$ cat config.mk
export PLATFORM = sky130hd
export DESIGN_NAME = sipo_fifo_wr
export DESIGN_NICKNAME = d
export VERILOG_FILES = /design/src/rtl/sipo_fifo_wr.sv
export SDC_FILE = /design/constraint.sdc
export NUM_CORES = 1
export LEC_CHECK = 0
export ABC_AREA = 1
export CAP_MARGIN = 20
export CORE_MARGIN = 4
export CORE_UTILIZATION = 55
export CTS_BUF_LIST = sky130_fd_sc_hd__clkbuf_16
export CTS_CLUSTER_SIZE = 10
export DETAILED_ROUTE_END_ITERATION = 8
export PLACE_DENSITY_LB_ADDON = 0.08
export RECOVER_POWER = 100
export REMOVE_ABC_BUFFERS = 1
export SLEW_MARGIN = 20
export SYNTH_ARGS = -nofsm -noshare
export SYNTH_HDL_FRONTEND = slang
export SYNTH_SLANG_ARGS = --single-unit
$ cat constraint.sdc
create_clock -name clk -period 4.95 [get_ports clk]
set_clock_uncertainty 0.2 [all_clocks]
set_input_delay 1.2375 -clock clk [delete_from_list [all_inputs] [get_ports clk]]
set_output_delay 1.2375 -clock clk [all_outputs]
set_load 0.005 [all_outputs]
$ cat src/rtl/sipo_fifo_wr.sv
// Packs N narrow words (first word in the LSBs) into one wide word, aligned on i_sync; one fifo_we pulse 1 cycle after the last lane.
// No stall path: a completed word that meets fifo_full is dropped, counted in o_drop_cnt and flagged in o_overflow.
module sipo_fifo_wr #(
  parameter int SERIAL_WIDTH   = 64,
  parameter int PARALLEL_WIDTH = 256,
  parameter int ALIGN_ON_SYNC  = 1,
  parameter int DROP_CNT_WIDTH = 16
) (
  input  logic                      clk,
  input  logic                      rst,
  input  logic                      ce,
  input  logic [SERIAL_WIDTH-1:0]   i_serial,
  input  logic                      i_valid,
  input  logic                      i_sync,
  input  logic                      fifo_full,
  output logic                      fifo_we,
  output logic [PARALLEL_WIDTH-1:0] o_parallel,
  output logic                      o_overflow,
  output logic                      o_sync_err,
  output logic [DROP_CNT_WIDTH-1:0] o_drop_cnt
);

  localparam int N      = PARALLEL_WIDTH / SERIAL_WIDTH;
  localparam int LANE_W = $clog2(N);

  typedef enum logic {WAIT_SYNC, FILL} state_t;
  localparam state_t RST_STATE = (ALIGN_ON_SYNC != 0) ? WAIT_SYNC : FILL;

  state_t                    r_state, w_state_nxt;
  logic [LANE_W-1:0]         r_k, w_k_nxt, w_lane;
  logic [PARALLEL_WIDTH-1:0] r_shift, w_shift_nxt;
  logic                      r_we, r_ovf, r_serr;
  logic [PARALLEL_WIDTH-1:0] r_parallel;
  logic [DROP_CNT_WIDTH-1:0] r_drop;
  logic                      w_accept, w_restart, w_last, w_write, w_drop, w_serr_set;

  always_comb begin
    w_state_nxt = r_state;
    w_k_nxt     = r_k;
    w_shift_nxt = r_shift;
    // A sync word always restarts at lane 0 and pre-empts completion of the final lane.
    w_accept    = ce & i_valid & ((r_state == FILL) | i_sync);
    w_restart   = w_accept & i_sync;
    w_last      = w_accept & ~i_sync & (r_k == LANE_W'(N - 1));
    w_write     = w_last & ~fifo_full;
    w_drop      = w_last & fifo_full;
    w_serr_set  = w_restart & (r_state == FILL) & (r_k != '0);
    w_lane      = w_restart ? '0 : r_k;
    if (w_accept) begin
      for (int l = 0; l < N; l++) begin
        if (LANE_W'(l) == w_lane) w_shift_nxt[l*SERIAL_WIDTH +: SERIAL_WIDTH] = i_serial;
      end
      w_state_nxt = FILL;
      if (w_restart)   w_k_nxt = LANE_W'(1);
      else if (w_last) w_k_nxt = '0;
      else             w_k_nxt = r_k + LANE_W'(1);
    end
  end

  always_ff @(posedge clk or negedge rst) begin
    if (!rst) begin
      r_state    <= RST_STATE;
      r_k        <= '0;
      r_shift    <= '0;
      r_we       <= 1'b0;
      r_parallel <= '0;
      r_ovf      <= 1'b0;
      r_serr     <= 1'b0;
      r_drop     <= '0;
    end else begin
      r_state <= w_state_nxt;
      r_k     <= w_k_nxt;
      r_shift <= w_shift_nxt;
      r_we    <= w_write;
      if (w_write) r_parallel <= w_shift_nxt;
      if (w_drop) begin
        r_ovf <= 1'b1;
        if (r_drop != '1) r_drop <= r_drop + DROP_CNT_WIDTH'(1);
      end
      if (w_serr_set) r_serr <= 1'b1;
    end
  end

  assign fifo_we    = r_we;
  assign o_parallel = r_parallel;
  assign o_overflow = r_ovf;
  assign o_sync_err = r_serr;
  assign o_drop_cnt = r_drop;

endmodule

==> Implementation_results.wiki, run 1 <==
{| class="wikitable"
! Metric !! Value
|-
| Rel. slew slack || -89.3%
|-
| Number of setup violations in the final report || 0
|-
| Die span in y || between 200 and 250 um
|-
| Share of total power consumed by net switching || between 30% and 40%
|-
| Post-route DRC || 0
|-
| Number of placed cells counting well taps || 3467
|-
| Minimum setup slack in the final design || 705 ps
|-
| Vias in the first global route || around 19000
|-
| Critical path cell sequence || dlygate4sd3_1 > nor3_1 > nand2_1 > nor2_4 > inv_4 > buf_12 > nand2_1 > nand2_1
|-
| Number of rows in the core area || 74
|-
| First-iteration detailed-routing DRC count || 1523
|-
| Leak Pwr || 15.0 nW
|-
| Worst EP arrival || 4520 ps
|-
| Failing checks || capacitance limit, slew limit
|-
| Hold wc startpoint || o_overflow
|-
| Average size of a mapped cell || 8.55 um^2
|-
| Gate Count Post-Synth || 2686
|-
| CTS H-Tree Depth || 2
|-
| Number of antenna violations at the first check in global routing || 0
|-
| Final-layout setup total negative slack || 0 ps
|-
| Most frequent cells in the layout || sky130_fd_sc_hd__nand2_1, sky130_fd_sc_hd__dfrtp_1, sky130_fd_sc_hd__nand3_1
|-
| Terminus of the critical flop-to-flop path || o_parallel[251]
|-
| Net Switching || 0.00455 W
|-
| Worst Hold Slack || between 200 and 300 ps
|-
| Mapped cell area || 23000 um^2
|-
| Setup repair bufs after CTS || 0
|-
| Startpoint type of the worst setup path || input port
|-
| Final Hold Violating Endpoints || 0
|-
| Distinct cell type count of the synthesized netlist || 23
|-
| Placer Congestion || 0.827
|-
| Final-stage net count || 3070
|-
| CORE AREA || 41000 um^2
|-
| Number of instances resized during post-cts repair || 0
|-
| Clock network latency to the later pin of the worst-skew pair || a little under 600 ps
|-
| Flip-flop and latch count after synthesis || 534
|-
| Post-Place Cell Area || 26800 um^2
|-
| Layout cell share with drive strength beyond 1 || 3.33%
|-
| Register-to-register setup slack || 1580 ps
|-
| Inserted Diodes || 0
|-
| CP Data Required Time || about 5200 ps
|-
| Deepest clock path buffer count || 3
|-
| Number of buffers created by CTS || 60
|-
| Sequential fraction of the synthesis area || 58.2%
|-
| Max incr delay on CP || 880 ps
|-
| Crit path top cell by count || sky130_fd_sc_hd__nand2_1
|-
| Combinational Power Share || approximately 28%
|-
| Via density || about 5.2
|-
| CTS clk-pin slew, worst paths || about 50 ps
|-
| Min cycle time layout || 4250 ps
|-
| Vias || 18495
|-
| Detailed Routing Iterations Pass 1 || 5
|-
| Crit Path Max Fanout || 128
|-
| Cells on worst reg2reg path || 8
|-
| Count of nets left with antenna violations after detail routing || 0
|-
| Min-Delay Endpoint || o_overflow
|-
| Setup repair after global routing missed its margin || no
|-
| Buffers on Ports || 344
|-
| Warning count from the yosys run || 0
|-
| Number of max-slew violations in the final report || 190
|-
| Highest clock rate || approximately 240 MHz
|-
| Die Width || 212 um
|-
| Wire length of the first global-routing pass || 100000 um
|-
| Most frequent standard cell in the layout excluding fill and tap cells || sky130_fd_sc_hd__nand2_1
|-
| Clock Power Share || 25.8%
|-
| Relative area change from synthesis to final layout || 23.3%
|-
| Startpoint-to-endpoint class of the critical path || input port to flop
|-
| Largest net degree at the start of global routing || 132
|-
| Master cell of the clock root buffer || sky130_fd_sc_hd__clkbuf_16
|-
| Num ports || 345
|-
| Depth of the worst hold-timing path || 2
|-
| Sort of element at the end of the critical path || flop
|-
| Worst reg2reg startpoint || r_state
|-
| Hold Path Class || flop to flop
|-
| Count of filler cells inserted in the layout || 3312
|-
| Internal power || a little over 0.01 W
|-
| Total global routing track utilization || 27.7%
|-
| Power per cell area || between 500 and 600 nW/um^2
|-
| Crit path max-delay cell type || sky130_fd_sc_hd__nor3_1
|-
| Routed len/inst || 17.6 um
|-
| Outcome || finished with violations
|-
| Pin slew with the least headroom to its limit || between 2000 and 3000 ps
|-
| GRT Residual Overflow || 0
|-
| CTS sink count || 534
|-
| CTS Hold Bufs || 0
|-
| Placement-stage worst setup slack || about 560 ps
|-
| Dpl hpwl || 38000 um
|-
| Non-Filler Instances || ~3500
|-
| Clock tree from TritonCTS || yes
|-
| Worst IR Drop VDD || 0.000300 V
|-
| Total Routed Length || about 62000 um
|-
| Post-route design area || 28300 um^2
|-
| Count of maximum capacitance violations || 3
|-
| Sequential group share of total power || 46.0%
|-
| Initial Utilization || 56.0%
|-
| Tcrit/Tclk final || between 80% and 90%
|-
| Overall die area || 45100 um^2
|}
## final cells by class
class / count / area (um^2) / area share [%]
Clock buffer: 61 / 1530 / 5.39
Sequential cell: 534 / 13400 / 47.2
Clock inverter: 9 / 61.3 / 0.217
Timing Repair Buffer: 371 / 3780 / 13.4
Multi-Input combinational cell: 1684 / 7600 / 26.9
Inverter: 346 / 1300 / 4.60
Tap cell: 532 / 666 / 2.35
## state kept, by name, summed over array words and instances, names as in the netlist
name and cells:
fifo_we 1, o_drop_cnt 16, r_k 2, o_sync_err 1, r_state 1, r_shift 256
o_overflow 1, o_parallel 256
## worst max-delay path: cells and delay by family
kind / cells / cell delay [ps]
and+or+nand+nor: 5 / 1600
buffers and inverters: 3 / 1530
## cell families after synthesis
family,after synthesis,share of synthesized area (%)
adder cells (fa/ha/maj),3,0.164
XOR/XNOR,4,0.153
AO/OA/AOI/OAI,13,0.294
AND/OR/NAND/NOR,1664,32.5
flip-flops,534,58.2
buffers and inverters,468,8.71
## power by group through the flow
stage | Clock, W | Sequential [W] | Combinational (W)
after floorplan | 0 | 0.00668 | 0.00198
after global placement | 0 | 0.00688 | 0.00440
after detailed placement | 0 | 0.00691 | 0.00452
after CTS | 0.00390 | 0.00687 | 0.00458
after global routing | 0.00407 | 0.00698 | 0.00473
final | 0.00383 | 0.00683 | 0.00418
## per-stage QoR
step | utilization (%) | power [W]
2_1_floorplan | - | 0.00867
3_3_place_gp | 65.3 | 0.0113
3_5_place_dp | 65.3 | 0.0114
4_1_cts | 69.1 | 0.0153
5_1_grt | 69.0 | 0.0158
6_report | 69.0 | 0.0148
## worst max-delay path by stage
stage	slack, ps	endpoint	from
3_5_place_dp	560	r_shift[58]	i_sync
4_1_cts	1170	r_shift[0]	i_sync
3_3_place_gp	690	r_shift[9]	i_sync
2_1_floorplan	-3000	o_parallel[0]	ce
6_report	700	o_parallel[251]	i_sync
5_1_grt	500	o_parallel[14]	i_sync
## per-layer routing
metal	share of wire, %	global-route usage [%]	vias up	routed length, um
li1	-	-	8755	-
met1	44	40.4	9034	27400
met2	47	43.6	585	29300
met3	6.1	4.28	121	3810
met4	2.8	8.71	0	1740
met5	0	0	-	0
## Yosys cell counts
cell | n | share of area [%]
sky130_fd_sc_hd__buf_2 | 71 | 1.5
sky130_fd_sc_hd__o31ai_1 | 1 | 0.033
sky130_fd_sc_hd__buf_1 | 7 | 0.11
sky130_fd_sc_hd__inv_1 | 343 | 5.6
sky130_fd_sc_hd__ha_1 | 3 | 0.16
sky130_fd_sc_hd__nor2_2 | 1 | 0.027
sky130_fd_sc_hd__nor2_4 | 3 | 0.15
sky130_fd_sc_hd__nand2_1 | 974 | 16
sky130_fd_sc_hd__o21ai_1 | 4 | 0.087
sky130_fd_sc_hd__nor3_4 | 1 | 0.071
sky130_fd_sc_hd__clkbuf_1 | 9 | 0.15
sky130_fd_sc_hd__nand4_1 | 5 | 0.14
sky130_fd_sc_hd__and2_1 | 256 | 7.0
sky130_fd_sc_hd__nand2_2 | 4 | 0.11
sky130_fd_sc_hd__xor2_1 | 4 | 0.15
sky130_fd_sc_hd__nor2_1 | 22 | 0.36
sky130_fd_sc_hd__nand3_2 | 1 | 0.044
sky130_fd_sc_hd__buf_6 | 6 | 0.29
sky130_fd_sc_hd__inv_2 | 3 | 0.049
sky130_fd_sc_hd__dfrtp_1 | 534 | 58
sky130_fd_sc_hd__buf_4 | 29 | 0.95
sky130_fd_sc_hd__nand3_1 | 397 | 8.7
sky130_fd_sc_hd__o21ai_0 | 8 | 0.17
Note: power is estimated with default switching activity, not from simulation.
==> inputs of run 2 (changes only) <==
--- a/config.mk
+++ b/config.mk
@@ -8,7 +8,7 @@
 export ABC_AREA = 1
 export CAP_MARGIN = 20
 export CORE_MARGIN = 4
-export CORE_UTILIZATION = 55
+export CORE_UTILIZATION = 54
 export CTS_BUF_LIST = sky130_fd_sc_hd__clkbuf_16
 export CTS_CLUSTER_SIZE = 10
 export DETAILED_ROUTE_END_ITERATION = 8
==> constraint.sdc (replaced) <==
create_clock -name clk -period 3.95 [get_ports clk]
set_clock_uncertainty 0.2 [all_clocks]
set_input_delay 0.9875 -clock clk [delete_from_list [all_inputs] [get_ports clk]]
set_output_delay 0.9875 -clock clk [all_outputs]
set_load 0.005 [all_outputs]
==> Implementation_results.wiki, run 2 (same netlist as run 1, synthesis figures left out) <==
{| class="wikitable"
! Metric !! Value
|-
| Outcome || finished with violations
|-
| Failing checks || capacitance limit, slew limit
|-
| Relative area change from synthesis to final layout || 23.9%
|-
| Worst reg2reg startpoint || r_state
|-
| Crit Path Max Fanout || 73 (-43%)
|-
| Largest net degree at the start of global routing || 106 (-20%)
|-
| Buffers on Ports || 344 (unchanged)
|-
| Most frequent standard cell in the layout excluding fill and tap cells || sky130_fd_sc_hd__nand2_1
|-
| Terminus of the critical flop-to-flop path || o_parallel[125]
|-
| Clock tree from TritonCTS || yes
|-
| CTS Hold Bufs || 0 (unchanged)
|-
| Post-route design area || 28400 um^2 (+0.48%)
|-
| Critical path cell sequence || dlygate4sd3_1 > nor3_4 > nand2_1 > nor2_1 > inv_8 > buf_12 > nand2_1 > nand2_1
|-
| Number of antenna violations at the first check in global routing || 0 (unchanged)
|-
| Met1 global-route usage || 38.0% (-2.4 points)
|-
| Initial Utilization || 54.7% (-1.2 points)
|-
| Vias || 18518 (+0.12%)
|-
| Inserted Diodes || 0 (unchanged)
|-
| Total number of cells along the worst setup path || 8 (unchanged)
|-
| Placer Congestion || 0.816 (-1.3%)
|-
| Min-Delay Endpoint || o_overflow
|-
| Final-layout setup total negative slack || 0 ps (unchanged)
|-
| GRT Residual Overflow || 0 (unchanged)
|-
| Sort of element at the end of the critical path || flop
|-
| Met3 track utilization from global routing || 5.30% (+1.0 points)
|-
| Total Power Consumption || 0.0185 W (+25%)
|-
| Number of buffers created by CTS || 59 (-1.7%)
|-
| CTS clk-pin slew, worst paths || 60 ps (about the same)
|-
| Total Routed Length || 63000 um (+1.1%)
|-
| Tcrit/Tclk final || 85.2%
|-
| Crit path top cell by count || sky130_fd_sc_hd__nand2_1
|-
| Overall die area || 45900 um^2 (+1.8%)
|-
| CTS sink count || 534 (unchanged)
|-
| Number of setup violations in the final report || 0 (unchanged)
|-
| Min cycle time layout || 3360 ps
|-
| Clock network latency to the later pin of the worst-skew pair || 600 ps (about the same)
|-
| Worst EP arrival || 3640 ps (-880 ps)
|-
| Final Hold Violating Endpoints || 0 (unchanged)
|-
| Power per cell area || 651 nW/um^2 (+24%)
|-
| Die span in y || 214 um (+0.89%)
|-
| Final-stage net count || 3080 (+0.33%)
|-
| Hold wc startpoint || o_overflow
|-
| Hold Path Class || flop to flop
|-
| Number of max-slew violations in the final report || 65 (-66%)
|-
| Most frequent cells in the layout || sky130_fd_sc_hd__nand2_1, sky130_fd_sc_hd__dfrtp_1, sky130_fd_sc_hd__nand3_1
|-
| First-iteration detailed-routing DRC count || 1446 (-5.1%)
|-
| Highest clock rate || 297 MHz
|-
| Global-route met2 utilization || 44.6% (+0.96 points)
|-
| Pin slew with the least headroom to its limit || 2040 ps (-800 ps)
|-
| Wire length of the first global-routing pass || 102000 um (+1.7%)
|-
| Master cell of the clock root buffer || sky130_fd_sc_hd__clkbuf_16
|-
| Die Width || 214 um (+0.89%)
|-
| Layout cell share with drive strength beyond 1 || 3.72% (+0.39 points)
|-
| Count of maximum capacitance violations || 1 (-2)
|-
| Register-to-register setup slack || 1210 ps (-370 ps)
|-
| Utilization after layout || 67.8% (-1.2 points)
|-
| Max incr delay on CP || 630 ps (-250 ps)
|-
| Detailed Routing Iterations Pass 1 || 7 (+2)
|-
| Crit path max-delay cell type || sky130_fd_sc_hd__dlygate4sd3_1
|-
| Startpoint-to-endpoint class of the critical path || input port to flop
|-
| Depth of the worst hold-timing path || 2 (unchanged)
|-
| Dpl hpwl || 39600 um (+4.2%)
|-
| Via density || 5.21 (-0.30%)
|-
| CTS H-Tree Depth || 2 (unchanged)
|-
| Number of rows in the core area || 75 (+1.4%)
|-
| Num ports || 345 (unchanged)
|-
| Rel. slew slack || -36.0% (+53 points)
|-
| Cells on worst reg2reg path || 8 (unchanged)
|-
| Setup repair bufs after CTS || 0 (unchanged)
|-
| Deepest clock path buffer count || 3 (unchanged)
|-
| Startpoint type of the worst setup path || input port
|-
| Routed len/inst || 17.7 um (+0.68%)
|-
| Post-Place Cell Area || 27000 um^2 (+0.67%)
|-
| CORE AREA || 41900 um^2 (+2.3%)
|-
| Top cell family by delay on the critical path || buffers and inverters
|-
| Vias in the first global route || 18935 (+0.91%)
|-
| Leak Pwr || 15.0 nW (+0.42%)
|-
| Sum of buffers and inverters on the critical path || 3 (unchanged)
|-
| Post-route DRC || 0 (unchanged)
|-
| Count of nets left with antenna violations after detail routing || 0 (unchanged)
|-
| Worst IR Drop VDD || 0.000410 V (+37%)
|-
| Number of instances resized during post-cts repair || 0 (unchanged)
|-
| Worst Hold Slack || 259 ps (-4.81 ps)
|-
| CP Data Required Time || 4230 ps (-1000 ps)
|-
| Most utilized layer in the global route result || met2
|-
| Setup repair after global routing missed its margin || no
|-
| Count of filler cells inserted in the layout || 3458 (+4.4%)
|-
| Total global routing track utilization || 27.4% (-0.34 points)
|}
-- run 2: changes by cell type in the layout (fill, tap and decap cells not counted), moves of 2 or more --
cell and delta:
sky130_fd_sc_hd__buf_4 +4, sky130_fd_sc_hd__clkbuf_2 +4, sky130_fd_sc_hd__and2_0 +15, sky130_fd_sc_hd__clkbuf_1 -4, sky130_fd_sc_hd__clkinv_2 -2, sky130_fd_sc_hd__and2_1 -15
sky130_fd_sc_hd__buf_12 +7
-- run 2: power breakdown --
group          internal (W)  total (W)  switching (W)
Clock               0.00266    0.00470        0.00204
Sequential          0.00746    0.00859        0.00114
Combinational       0.00269    0.00523        0.00254
Total                0.0128     0.0185        0.00572
-- run 2: metrics by stage --
step / cells / setup slack, ps
final: 3552 / 585
after global routing: 3552 / 446
after CTS: 3552 / 1030
after detailed placement: 3485 / 393
after global placement: 3485 / 476
after floorplan: 2564 / -3750
-- run 2: worst max path at each step --
stage	from	end
final	i_sync	o_parallel[125]
after global routing	i_sync	o_parallel[54]
after CTS	i_sync	o_parallel[156]
after detailed placement	i_sync	o_parallel[137]
after global placement	ce	o_parallel[72]
after floorplan	ce	o_parallel[0]
-- run 2: cell type report --
cell class,instances,area (um^2),area share [%]
Clock buffer,60,1500,5.28
Timing Repair Buffer,382,3960,13.9
Inverter,346,1310,4.60
Clock inverter,7,43.8,0.154
Tap cell,539,674,2.37
Multi-Input combinational cell,1684,7590,26.7
Sequential cell,534,13400,47.0
-- run 2: layer usage --
| metal | vias to the layer above | part of all wire [%] | wire length, um |
|---|---|---|---|
| met2 | 585 | 48 | 30000 |
| met3 | 101 | 6.8 | 4290 |
| met4 | 0 | 2.4 | 1500 |
| met5 | - | 0 | 0 |
| li1 | 8770 | - | - |
| met1 | 9062 | 43 | 27200 |
-- run 2: tightest hold or removal path: cells and delay by family, from the launching register on --
kind / cells / cell delay (ps)
buffers and inverters: 1 / 40
and+or+nand+nor: 1 / 50
DFF: 1 / 330
